<file path="src/rtl/knn_query_sched.sv">
// Query scheduler in front of the kNN systolic core: sequences database
// loading, round-robin arbitrates requesters, runs one query at a time over
// the fixed systolic latency and returns the tagged (x,y) result.
module knn_query_sched #(
  parameter int unsigned VECT_NUM = 36,
  parameter int unsigned VECT_LEN = 10,
  parameter int unsigned WORD_LEN = 6,
  parameter int unsigned LBL_LEN  = 14,
  parameter int unsigned K_NUM    = 3,
  parameter int unsigned NREQ     = 4,
  parameter int unsigned INIT_TMO = 255
) (
  input  logic                               clk,
  input  logic                               reset,
  input  logic                               init,
  input  logic [NREQ-1:0]                    req_valid,
  input  logic [NREQ*VECT_LEN*WORD_LEN-1:0]  req_vec,
  output logic [NREQ-1:0]                    req_ready,
  output logic                               loader_run,
  input  logic                               loader_done,
  output logic                               arr_sel_ld,
  output logic                               arr_ena,
  output logic [VECT_LEN*WORD_LEN-1:0]       arr_vec,
  input  logic [LBL_LEN/2-1:0]               arr_x,
  input  logic [LBL_LEN/2-1:0]               arr_y,
  output logic                               res_valid,
  input  logic                               res_ready,
  output logic [$clog2(NREQ)-1:0]            res_id,
  output logic [LBL_LEN/2-1:0]               res_x,
  output logic [LBL_LEN/2-1:0]               res_y,
  output logic                               init_ok,
  output logic                               init_err
);

  localparam int unsigned VEC_W  = VECT_LEN * WORD_LEN;
  localparam int unsigned ID_W   = $clog2(NREQ);
  localparam int unsigned LAT    = VECT_LEN + VECT_NUM + K_NUM;
  localparam int unsigned CNT_W  = $clog2(LAT + 1);
  localparam int unsigned ICNT_W = $clog2(INIT_TMO + 1);

  typedef enum logic [2:0] {
    S_UNINIT,
    S_INIT,
    S_IDLE,
    S_WORK,
    S_RESP
  } state_t;

  state_t              state;
  logic [CNT_W-1:0]    cnt;
  logic [ICNT_W-1:0]   icnt;
  logic [ID_W-1:0]     rr_ptr;
  logic [ID_W-1:0]     cur_id;
  logic                init_pend;

  logic                grant_found;
  logic [ID_W-1:0]     grant_idx;
  logic [ID_W-1:0]     cand;
  logic [VEC_W-1:0]    req_slices [NREQ];

  // Split the flat requester bus into one vector per requester
  always_comb begin
    for (int i = 0; i < int'(NREQ); i++) begin
      req_slices[i] = req_vec[i*VEC_W +: VEC_W];
    end
  end

  // Round-robin pick: first valid requester at or after the pointer, wrapping
  always_comb begin
    grant_found = 1'b0;
    grant_idx   = '0;
    cand        = '0;
    for (int unsigned k = 0; k < NREQ; k++) begin
      cand = ID_W'((32'(rr_ptr) + k) % NREQ);
      if (!grant_found && req_valid[cand]) begin
        grant_found = 1'b1;
        grant_idx   = cand;
      end
    end
  end

  // Scheduler FSM with registered outputs
  always_ff @(posedge clk or posedge reset) begin
    if (reset) begin
      state      <= S_UNINIT;
      cnt        <= '0;
      icnt       <= '0;
      rr_ptr     <= '0;
      cur_id     <= '0;
      init_pend  <= 1'b0;
      req_ready  <= '0;
      loader_run <= 1'b0;
      arr_sel_ld <= 1'b1;
      arr_ena    <= 1'b0;
      arr_vec    <= '0;
      res_valid  <= 1'b0;
      res_id     <= '0;
      res_x      <= '0;
      res_y      <= '0;
      init_ok    <= 1'b0;
      init_err   <= 1'b0;
    end else begin
      req_ready <= '0;
      case (state)
        S_UNINIT: begin
          if (init) begin
            state      <= S_INIT;
            icnt       <= '0;
            loader_run <= 1'b1;
            arr_sel_ld <= 1'b1;
            init_pend  <= 1'b0;
          end
        end
        S_INIT: begin
          // loader_done takes precedence over a coincident timeout
          if (loader_done) begin
            state      <= S_IDLE;
            loader_run <= 1'b0;
            arr_sel_ld <= 1'b0;
            init_ok    <= 1'b1;
            init_err   <= 1'b0;
          end else if (icnt == ICNT_W'(INIT_TMO)) begin
            state      <= S_UNINIT;
            loader_run <= 1'b0;
            arr_sel_ld <= 1'b1;
            init_ok    <= 1'b0;
            init_err   <= 1'b1;
          end else begin
            icnt <= icnt + ICNT_W'(1);
          end
        end
        S_IDLE: begin
          if (init || init_pend) begin
            state      <= S_INIT;
            icnt       <= '0;
            loader_run <= 1'b1;
            arr_sel_ld <= 1'b1;
            init_ok    <= 1'b0;
            init_pend  <= 1'b0;
          end else if (grant_found) begin
            state     <= S_WORK;
            cnt       <= '0;
            req_ready <= NREQ'(1) << grant_idx;
            arr_vec   <= req_slices[grant_idx];
            cur_id    <= grant_idx;
            rr_ptr    <= ID_W'((32'(grant_idx) + 32'd1) % NREQ);
            arr_ena   <= 1'b1;
          end
        end
        S_WORK: begin
          if (init) begin
            init_pend <= 1'b1;
          end
          if (cnt == CNT_W'(LAT)) begin
            state   <= S_RESP;
            arr_ena <= 1'b0;
            res_x   <= arr_x;
            res_y   <= arr_y;
            res_id  <= cur_id;
          end else begin
            cnt <= cnt + CNT_W'(1);
          end
        end
        S_RESP: begin
          if (init) begin
            init_pend <= 1'b1;
          end
          // First RESP cycle raises res_valid; handshake only once it is visible
          if (!res_valid) begin
            res_valid <= 1'b1;
          end else if (res_ready) begin
            res_valid <= 1'b0;
            state     <= S_IDLE;
          end
        end
        default: begin
          state <= S_UNINIT;
        end
      endcase
    end
  end

endmodule

</file>
<file path="config.mk">
export PLATFORM = sky130hd
export DESIGN_NAME = knn_query_sched
export DESIGN_NICKNAME = d
export VERILOG_FILES = /design/src/rtl/knn_query_sched.sv
export SDC_FILE = /design/constraint.sdc
export NUM_CORES = 1
export LEC_CHECK = 0
export ABC_AREA = 0
export CAP_MARGIN = 20
export CELL_PAD_IN_SITES_DETAIL_PLACEMENT = 1
export CELL_PAD_IN_SITES_GLOBAL_PLACEMENT = 1
export CORE_MARGIN = 3
export CORE_UTILIZATION = 25
export DETAILED_ROUTE_END_ITERATION = 6
export HOLD_SLACK_MARGIN = 0.05
export PLACE_DENSITY_LB_ADDON = 0.12
export SKIP_LAST_GASP = 1
export SLEW_MARGIN = 5
export SYNTH_ARGS = -nofsm -noshare
export SYNTH_HDL_FRONTEND = slang
export SYNTH_SLANG_ARGS = --single-unit
</file>
<file path="constraint.sdc">
create_clock -name clk -period 3.3 [get_ports clk]
set_input_delay 0.33 -clock clk [delete_from_list [all_inputs] [get_ports clk]]
set_output_delay 0.33 -clock clk [all_outputs]
set_load 0.02 [all_outputs]
</file>
Word level (Yosys, flattened, before mapping)
Index checks and enable logic that the tools add are counted.
{ "word_totals": {"word_cells": 133, "output_inout_bits": 86, "reg_bits": 108} }
{ "op_classes": {"n_reduce_logical": 24, "bitwise_logic": 2, "n_addsub": 6, "magnitude_cmp": 5, "shift": 1, "eq_ne": 19, "muxes": 59} }
{ "ops": {"columns": ["cell", "count"], "rows": [
  ["binary-select mux 60 bit (select 2 bit)", 1],
  ["two-way mux 60 bit", 2],
  ["two-way mux 8 bit", 4],
  ["two-way mux 3 bit", 8],
  ["case mux 8 bit (3 select lines)", 1],
  ["two-way mux 1 bit", 22],
  ["inequality test 2 bit (second input constant)", 10],
  ["two-way mux 6 bit", 3],
  ["AND reduction 4 bit", 4],
  ["case mux 3 bit (5 select lines)", 1],
  ["less-than comparator 2 x 3 -> 1 bit (second input constant)", 4],
  ["two-way mux 4 bit", 3],
  ["case mux 6 bit (2 select lines)", 1],
  ["case mux 1 bit (3 select lines)", 3],
  ["adder 8 x 1 -> 8 bit (second input constant)", 1],
  ["binary-select mux 1 bit (select 2 bit)", 4],
  ["equality test 8 bit (second input constant)", 1],
  ["two-way mux 2 bit", 4],
  ["adder 6 x 1 -> 6 bit (second input constant)", 1],
  ["equality test 3 x 2 -> 1 bit (second input constant)", 2],
  ["equality test 6 bit (second input constant)", 1],
  ["inequality test 3 bit (second input constant)", 2],
  ["AND reduction 3 bit", 2],
  ["AND reduction 6 bit", 1],
  ["other kinds (19)", 30]
]} }

Longest topological paths before layout
Gate-level depths: netlist (run 1).
{ "depth": {"ltp_word": 16, "mapped_depth": 8, "ltp_nobuf": 7} }

Worst setup path after synthesis (run 1)
No wires, ideal clock.
{ "synth_path": {"path_type": "register -> register", "startpoint": "reg cnt[1]", "endpoint": "reg res_x[0]", "setup_ns": 0.125, "path_stages_with_launch": 7, "arrival_time_ns": 1.809, "synth_period_minus_slack_ns": 1.934, "slack_ns": 1.366, "t_required_ns": 3.175, "path_cell_list": "dfrtp_1 inv_1 ha_1 nand4b_1 nor4_4 buf_2 mux2_2"} }
{ "synth_between": {"elab_chain_cells": 2} }
{ "synth_lines": {"columns": ["element", "line_no", "text"], "rows": [
  ["start, declared", "50", "logic [CNT_W-1:0] cnt;"],
  ["start signal, assigned", "161", "cnt <= cnt + CNT_W'(1);"],
  ["equality test 6 bit", "154", "if (cnt == CNT_W'(LAT)) begin"],
  ["AND reduction 2 bit (no source line)", null, null],
  ["end signal, assigned", "157", "res_x <= arr_x;"],
  ["end, declared", "29", "output logic [LBL_LEN/2-1:0] res_x,"]
]} }
No other way between the ends.
A chain may end at the register's enable or synchronous reset.

Final worst setup path (run 1)
{ "layout_path": {"startpoint": "in req_valid[3]", "endpoint": "reg arr_vec[0]"} }
{ "layout_between": {"elab_chain_cells": 16, "elab_cells_between_ends": 27, "classes_between": "mux: 19; bitwise: 1; reduce/logical: 7"} }
{ "layout_lines": {"columns": ["element", "line_no", "text"], "rows": [
  ["start, declared", "16", "input logic [NREQ-1:0] req_valid,"],
  ["binary-select mux 1 bit (select 2 bit)", "75", "if (!grant_found && req_valid[cand]) begin"],
  ["two-way mux 1 bit (not written as such)", "75", null],
  ["two-way mux 1 bit", "75", null],
  ["logical NOT 1 bit", "75", null],
  ["logical AND 1 bit", "75", null],
  ["two-way mux 1 bit", "75", null],
  ["logical NOT 1 bit", "75", null],
  ["logical AND 1 bit", "75", null],
  ["two-way mux 1 bit", "75", null],
  ["logical NOT 1 bit", "75", null],
  ["logical AND 1 bit", "75", null],
  ["two-way mux 2 bit", "75", null],
  ["NOT 2 -> 3 bit (not written as such)", "144", "arr_vec <= req_slices[grant_idx];"],
  ["binary-select mux 60 bit (select 2 bit)", "144", null],
  ["two-way mux 60 bit (not written as such) (2 in series)", "144", null],
  ["end signal, assigned", "144", null],
  ["end, declared", "23", "output logic [VECT_LEN*WORD_LEN-1:0] arr_vec,"]
]} }
Parallel ways exist; a longest one is shown, timed or not. The select of a mux whose other input is x is not followed.

==> results of run 1 <==
[cell type report]
class                   instances  area (um2)
fillers                      2904       14700
repair buffers                372        3730
multi-input cells             512        3330
flip-flops and latches        108        2700
well taps                     330         413
clock buffers                   9         225
clock inverters                 7        77.6
inverters                      10        40.0
diodes                          1        2.50
[worst register-to-register path: stages, from the launching register on]
cell and delay, ns:
dfrtp_1 0.58, nor2_1 0.33, nand4_2 0.58, a221o_1 0.54
o22a_1 0.17
[power by group]
part           internal [mW]  switching, mW
Clock                  0.540          0.590
Sequential              1.86          0.397
Combinational           1.94           2.29
Total                   4.34           3.28
[kinds of logic after synthesis]
group	share of synthesized area, %
AO/OA/AOI/OAI	30.6
AND/OR/NAND/NOR	15.7
flip-flops	42.0
buffers and inverters	6.91
multiplexers	3.13
XOR/XNOR	1.09
adder cells (fa/ha/maj)	0.582
[state kept, by name, indices dropped and copies added, names as in the netlist, 3 cells and up]
name and cells:
cnt 6, state 3, icnt 8, res_y 7
arr_vec 60, req_ready 4, res_x 7
[cells in the final DEF (no fill, tap or decap), types with 16 or more instances in the layout]
cell,netlist,routed
a21o_1,46,46
a32oi_1,42,42
nor2_1,62,62
buf_4,2,19
a21oi_1,26,26
o22a_1,18,18
a31oi_1,42,42
dfrtp_1,107,107
mux2_2,16,16
a221o_1,18,18
nand3_1,70,70
nand2_1,27,27
o21ai_0,73,73
clkdlybuf4s50_1,0,348
[per-stage QoR]
stage / cells / setup slack [ns] / instance area (um2) / util [%] / hold slack [ns]
3_3_place_gp: 1332 / 0.455 / 10200 / 40.5 / 0.469
3_5_place_dp: 1332 / 0.402 / 10200 / 40.5 / 0.471
6_report: 1349 / 0.773 / 10500 / 41.7 / 0.419
4_1_cts: 1348 / 0.783 / 10500 / 41.7 / 0.435
2_1_floorplan: 701 / 0.126 / 6440 / - / 0.440
5_1_grt: 1348 / 0.633 / 10500 / 41.7 / 0.464
[worst min-delay path by stage]
stage | startpoint | end | slack, ns | cells after the start
after floorplan | cur_id[0] | cur_id[0] | 0.44 | 2
after CTS | reset | res_y[0] | 0.43 | 2
final | reset | res_y[5] | 0.42 | 2
after global placement | cur_id[1] | cur_id[1] | 0.47 | 2
after global routing | reset | res_y[5] | 0.46 | 2
after detailed placement | cur_id[1] | cur_id[1] | 0.47 | 2
[layer usage]
| metal | part of all wire (%) | wire, um | up-vias |
|---|---|---|---|
| met2 | 49 | 13800 | 227 |
| met1 | 41 | 11600 | 3370 |
| met5 | 0 | 0 | - |
| li1 | - | - | 3286 |
| met4 | 1.0 | 281 | 0 |
| met3 | 8.3 | 2340 | 14 |
==> flow_metrics.env, run 1 <==
export IMPL_die_area_mm2=0.0277
export IMPL_r2r_setup_slack_ns=0.97
export IMPL_cts_tree="yes"
export IMPL_grt_pass1_vias=7283
export IMPL_cp_required_ns=3.51
export IMPL_synth_nets=967
export IMPL_start_kind="primary input"
export IMPL_ys_ff_latch=108
export IMPL_grt_busiest_layer="met2"
export IMPL_post_route_period_util_pct=76.6
export IMPL_synthTopCellsByCount="dfrtp_1, o21ai_0, nand3_1, nor2_1, a21o_1"
export IMPL_setup_worst_path_class="primary input to register"
export IMPL_ys_seq_area_share_pct=42.0
export IMPL_finClkSkew_ns=0.0187
export IMPL_crit_path_end_kind="register"
export IMPL_use_met2_pct=34.0
export IMPL_dpl_hpwl_um=20500
export IMPL_cpPeakStageDelay_ns=0.76
export IMPL_clk_pin_slew_ns=0.09
export IMPL_hold_class="primary input to asynchronous set/reset pin"
export IMPL_reg2reg_from="state[0]"
export IMPL_synth_warnings=0
export IMPL_worstPathCellList="clkdlybuf4s50_1 -> nor2_1 -> or4_2 -> buf_4 -> nand3_1 -> a21o_1 -> a31oi_1"
export IMPL_endpoint="arr_vec[0]"
export IMPL_fp_dieW_um=167
export IMPL_initial_core_util_pct=25.5
export IMPL_tightest_slew_ns=0.833
export IMPL_vias_per_cell=5.11
export IMPL_ff2ff_path_depth=4
export IMPL_synthArstFlopShare_pct=100
export IMPL_path_delay_family="buffers and inverters"
export IMPL_met1_usage_pct=24.1
export IMPL_drive_above_1_share_pct=7.27
export IMPL_cp_max_fo=61
export IMPL_cts_setup_buffers=0
export IMPL_clock_sinks=108
export IMPL_num_nets_final=1279
export IMPL_synth_cells=701
export IMPL_drc_errors=0
export IMPL_rsz0062_at_grt="no"
export IMPL_io_pins=349
export IMPL_worstPathArrival_ns=2.74
export IMPL_min_period_ns=2.53
export IMPL_crit_path_top_delay_cell="clkdlybuf4s50_1"
export IMPL_num_rows=58
export IMPL_leakagePower_nw=4.10
export IMPL_cap_violations=0
export IMPL_r2r_end="arr_vec[52]"
export IMPL_setup_viol=0
export IMPL_grt_pass1_wl_um=43700
export IMPL_core_area_mm2=0.0253
export IMPL_synth_cell_type_count=58
export IMPL_drv_slew=0
export IMPL_drtPass1Iterations=5
export IMPL_drt_iter0_drc=296
export IMPL_synth_area_mm2=0.00644
export IMPL_grt_use_total_pct=19.7
export IMPL_synth_top_area_cell="dfrtp_1"
export IMPL_io_buffers=348
export IMPL_antenna_found_initial=0
export IMPL_synth_most_common_cell="dfrtp_1"
export IMPL_clock_latency_ns=0.36
export IMPL_finalPower_mw=7.62
export IMPL_wire_per_inst_um=20.8
export IMPL_power_density_mw_per_mm2=724
export IMPL_drtAntennaViolNets=0
export IMPL_synthTopCellsByArea="dfrtp_1, a32oi_1, o21ai_0"
export IMPL_via_count=6897
export IMPL_grt_max_degree=62
export IMPL_grt_use_met3_pct=6.88
export IMPL_syn_avg_cell_area_um2=9.19
export IMPL_cp_num_buf_inv=2
export IMPL_synth_edf_count=0
export IMPL_yosysTopAreaCellShare_pct=41.5
export IMPL_timing_slew_headroom_pct=44.1
export IMPL_synthFlopType="dfrtp_1"
export IMPL_holdBufCountCts=0
export IMPL_die_h_um=167
export IMPL_gr_total_overflow=0
export IMPL_cp_depth=7
export IMPL_cts_made_buffers=9
export IMPL_status="completed"
export IMPL_globalplace_congestion=0.771
export IMPL_cts_root_buf="clkbuf_16"
export IMPL_hold_violations=0
export IMPL_cts_resized_gates=0
export IMPL_cts_path_max_buffers=2
export IMPL_startpoint="req_valid[3]"
export IMPL_max_freq_ghz=0.396
export IMPL_cts_htree_levels=3
export IMPL_ir_worst_vdd_uv=275
export IMPL_wl_um=28100
export IMPL_area_delta_synth_final_pct=63.3
export IMPL_finalSetupTns_ns=0
No activity file was read; power rests on OpenSTA's default activity.
==> run 2, diff against run 1 <==
- clock period: 3.3 -> 2.18 ns (I/O delays scaled with it)
==> run 2 against run 1 <==
Clock power grew 61%; worst setup slack worse by 0.51 ns; die area stayed put; first-iteration DRC count fell by 3.7%; cell area rose by 4.6%; sequential power rose by 48%; routed wire length up 1.3%; combinational power is 64% higher; critical path type unchanged; largest power group unchanged.
==> flow_metrics.env, run 2 (synthesis gave the netlist of run 1 again) <==
export IMPL_status="completed"
export IMPL_start_kind="primary input"
export IMPL_final_common_cell="clkdlybuf4s50_1"
export IMPL_area_delta_synth_final_pct=70.7
export IMPL_via_count=7035
export IMPL_clock_sinks=108
export IMPL_drt_iter0_drc=285
export IMPL_cts_path_max_buffers=2
export IMPL_drc_errors=0
export IMPL_dpl_hpwl_um=21200
export IMPL_ir_worst_vdd_uv=442
export IMPL_placedCellCount=1365
export IMPL_final_area_mm2=0.0110
export IMPL_r2r_setup_slack_ns=0.29
export IMPL_max_freq_ghz=0.520
export IMPL_cp_max_fo=6
export IMPL_antenna_found_initial=1
export IMPL_holdBufCountCts=0
export IMPL_cts_resized_gates=0
export IMPL_fp_dieW_um=167
export IMPL_mostFrequentLayoutCells="clkdlybuf4s50_1, dfrtp_1, o21ai_0, nand3_1, nor2_1"
export IMPL_grt_max_degree=54
export IMPL_hold_violations=0
export IMPL_timing_slew_headroom_pct=69.6
export IMPL_worstPathArrival_ns=2.17
export IMPL_die_area_mm2=0.0277
export IMPL_cp_required_ns=2.43
export IMPL_cap_violations=0
export IMPL_num_rows=58
export IMPL_die_h_um=167
export IMPL_cts_htree_levels=3
export IMPL_finClkSkew_ns=0.0171
export IMPL_drtPass1Iterations=4
export IMPL_wl_um=28500
export IMPL_cts_root_buf="clkbuf_16"
export IMPL_crit_path_end_kind="register"
export IMPL_clk_pin_slew_ns=0.09
export IMPL_reg2reg_from="icnt[0]"
export IMPL_post_route_period_util_pct=88.1
export IMPL_wire_per_inst_um=20.6
export IMPL_cts_made_buffers=9
export IMPL_drive_above_1_share_pct=10.1
export IMPL_drtAntennaViolNets=0
export IMPL_vias_per_cell=5.09
export IMPL_min_period_ns=1.92
export IMPL_grt_pass1_vias=7515
export IMPL_finalSetupTns_ns=0
export IMPL_io_buffers=348
export IMPL_num_nets_final=1312
export IMPL_reg_top3="arr_vec: 60 flops, icnt: 8 flops"
export IMPL_leakagePower_nw=4.35
export IMPL_setup_viol=0
export IMPL_power_density_mw_per_mm2=1100
export IMPL_clock_latency_ns=0.36
export IMPL_grt_use_total_pct=19.9
export IMPL_initial_core_util_pct=25.5
export IMPL_rsz0062_at_grt="no"
export IMPL_core_area_mm2=0.0253
export IMPL_globalplace_congestion=0.802
export IMPL_final_cells=1382
export IMPL_io_pins=349
export IMPL_setup_worst_path_class="primary input to register"
export IMPL_r2r_end="state[0]"
export IMPL_hold_class="primary input to asynchronous set/reset pin"
export IMPL_cts_setup_buffers=0
export IMPL_dpl_cell_area_mm2=0.0107
export IMPL_largest_reg_flops=60
export IMPL_top_register="arr_vec"
export IMPL_grt_pass1_wl_um=44000
export IMPL_ff2ff_path_depth=6
export IMPL_gr_total_overflow=0
export IMPL_cts_tree="yes"
export IMPL_drv_slew=0
export IMPL_tightest_slew_ns=0.454
[run 2: changes by cell type in the layout (fill, tap and decap cells not counted), moves of 2 or more]
cell / delta
buf_12: +18
clkinvlp_4: +2
buf_4: +15
clkinv_8: -2
inv_8: +2
inv_6: -2
[run 2: final cells by class]
class	count	area, um2
tap	330	413
multi-input combinational	512	3330
antenna	1	2.50
timing repair buffer	405	4200
sequential	108	2700
fill	2850	14300
clock buffer	10	229
clock inverter	6	78.8
inverter	10	41.3
[run 2: per-layer routing]
layer	routed length (um)	track usage [%]	vias up	share of wire, %
li1	-	-	3350	-
met1	11800	24.1	3435	41
met2	14100	35.3	223	50
met3	2040	5.79	27	7.2
met4	505	4.56	0	1.8
met5	0	0	-	0
[run 2: power by group]
group | leakage (nW) | total (mW) | switching, mW | internal (mW)
Sequential | 1.32 | 3.34 | 0.526 | 2.82
Clock | 0.145 | 1.82 | 0.900 | 0.921
Combinational | 2.88 | 6.96 | 3.65 | 3.32
[run 2: critical path, cell delays in order]
cell and delay (ns):
clkdlybuf4s50_1 0.46, buf_4 0.19, or4_4 0.57, nand3b_1 0.18
a21oi_1 0.20, nor2_1 0.08, mux2_2 0.27
[run 2: how the worst max path moves through the flow]
stage / endpoint / slack [ns] / cells after the start / startpoint
after CTS: arr_vec[15] / 0.26 / 6 / rr_ptr[0]
after detailed placement: state[0] / -0.09 / 7 / req_valid[2]
final: state[0] / 0.26 / 7 / req_valid[2]
after global routing: arr_vec[17] / 0.14 / 8 / rr_ptr[0]
after floorplan: res_x[0] / 0.25 / 6 / cnt[1]
after global placement: arr_vec[15] / -0.04 / 7 / req_valid[0]
[run 2: metrics by stage]
stage	hold slack [ns]	utilization [%]	total power, mW	setup slack [ns]
6_report	0.198	43.6	12.1	0.259
5_1_grt	0.221	43.6	13.0	0.136
4_1_cts	0.194	43.6	12.3	0.261
3_5_place_dp	0.466	42.3	10.5	-0.0910
3_3_place_gp	0.465	42.3	10.4	-0.0359
2_1_floorplan	0.342	-	6.99	0.246
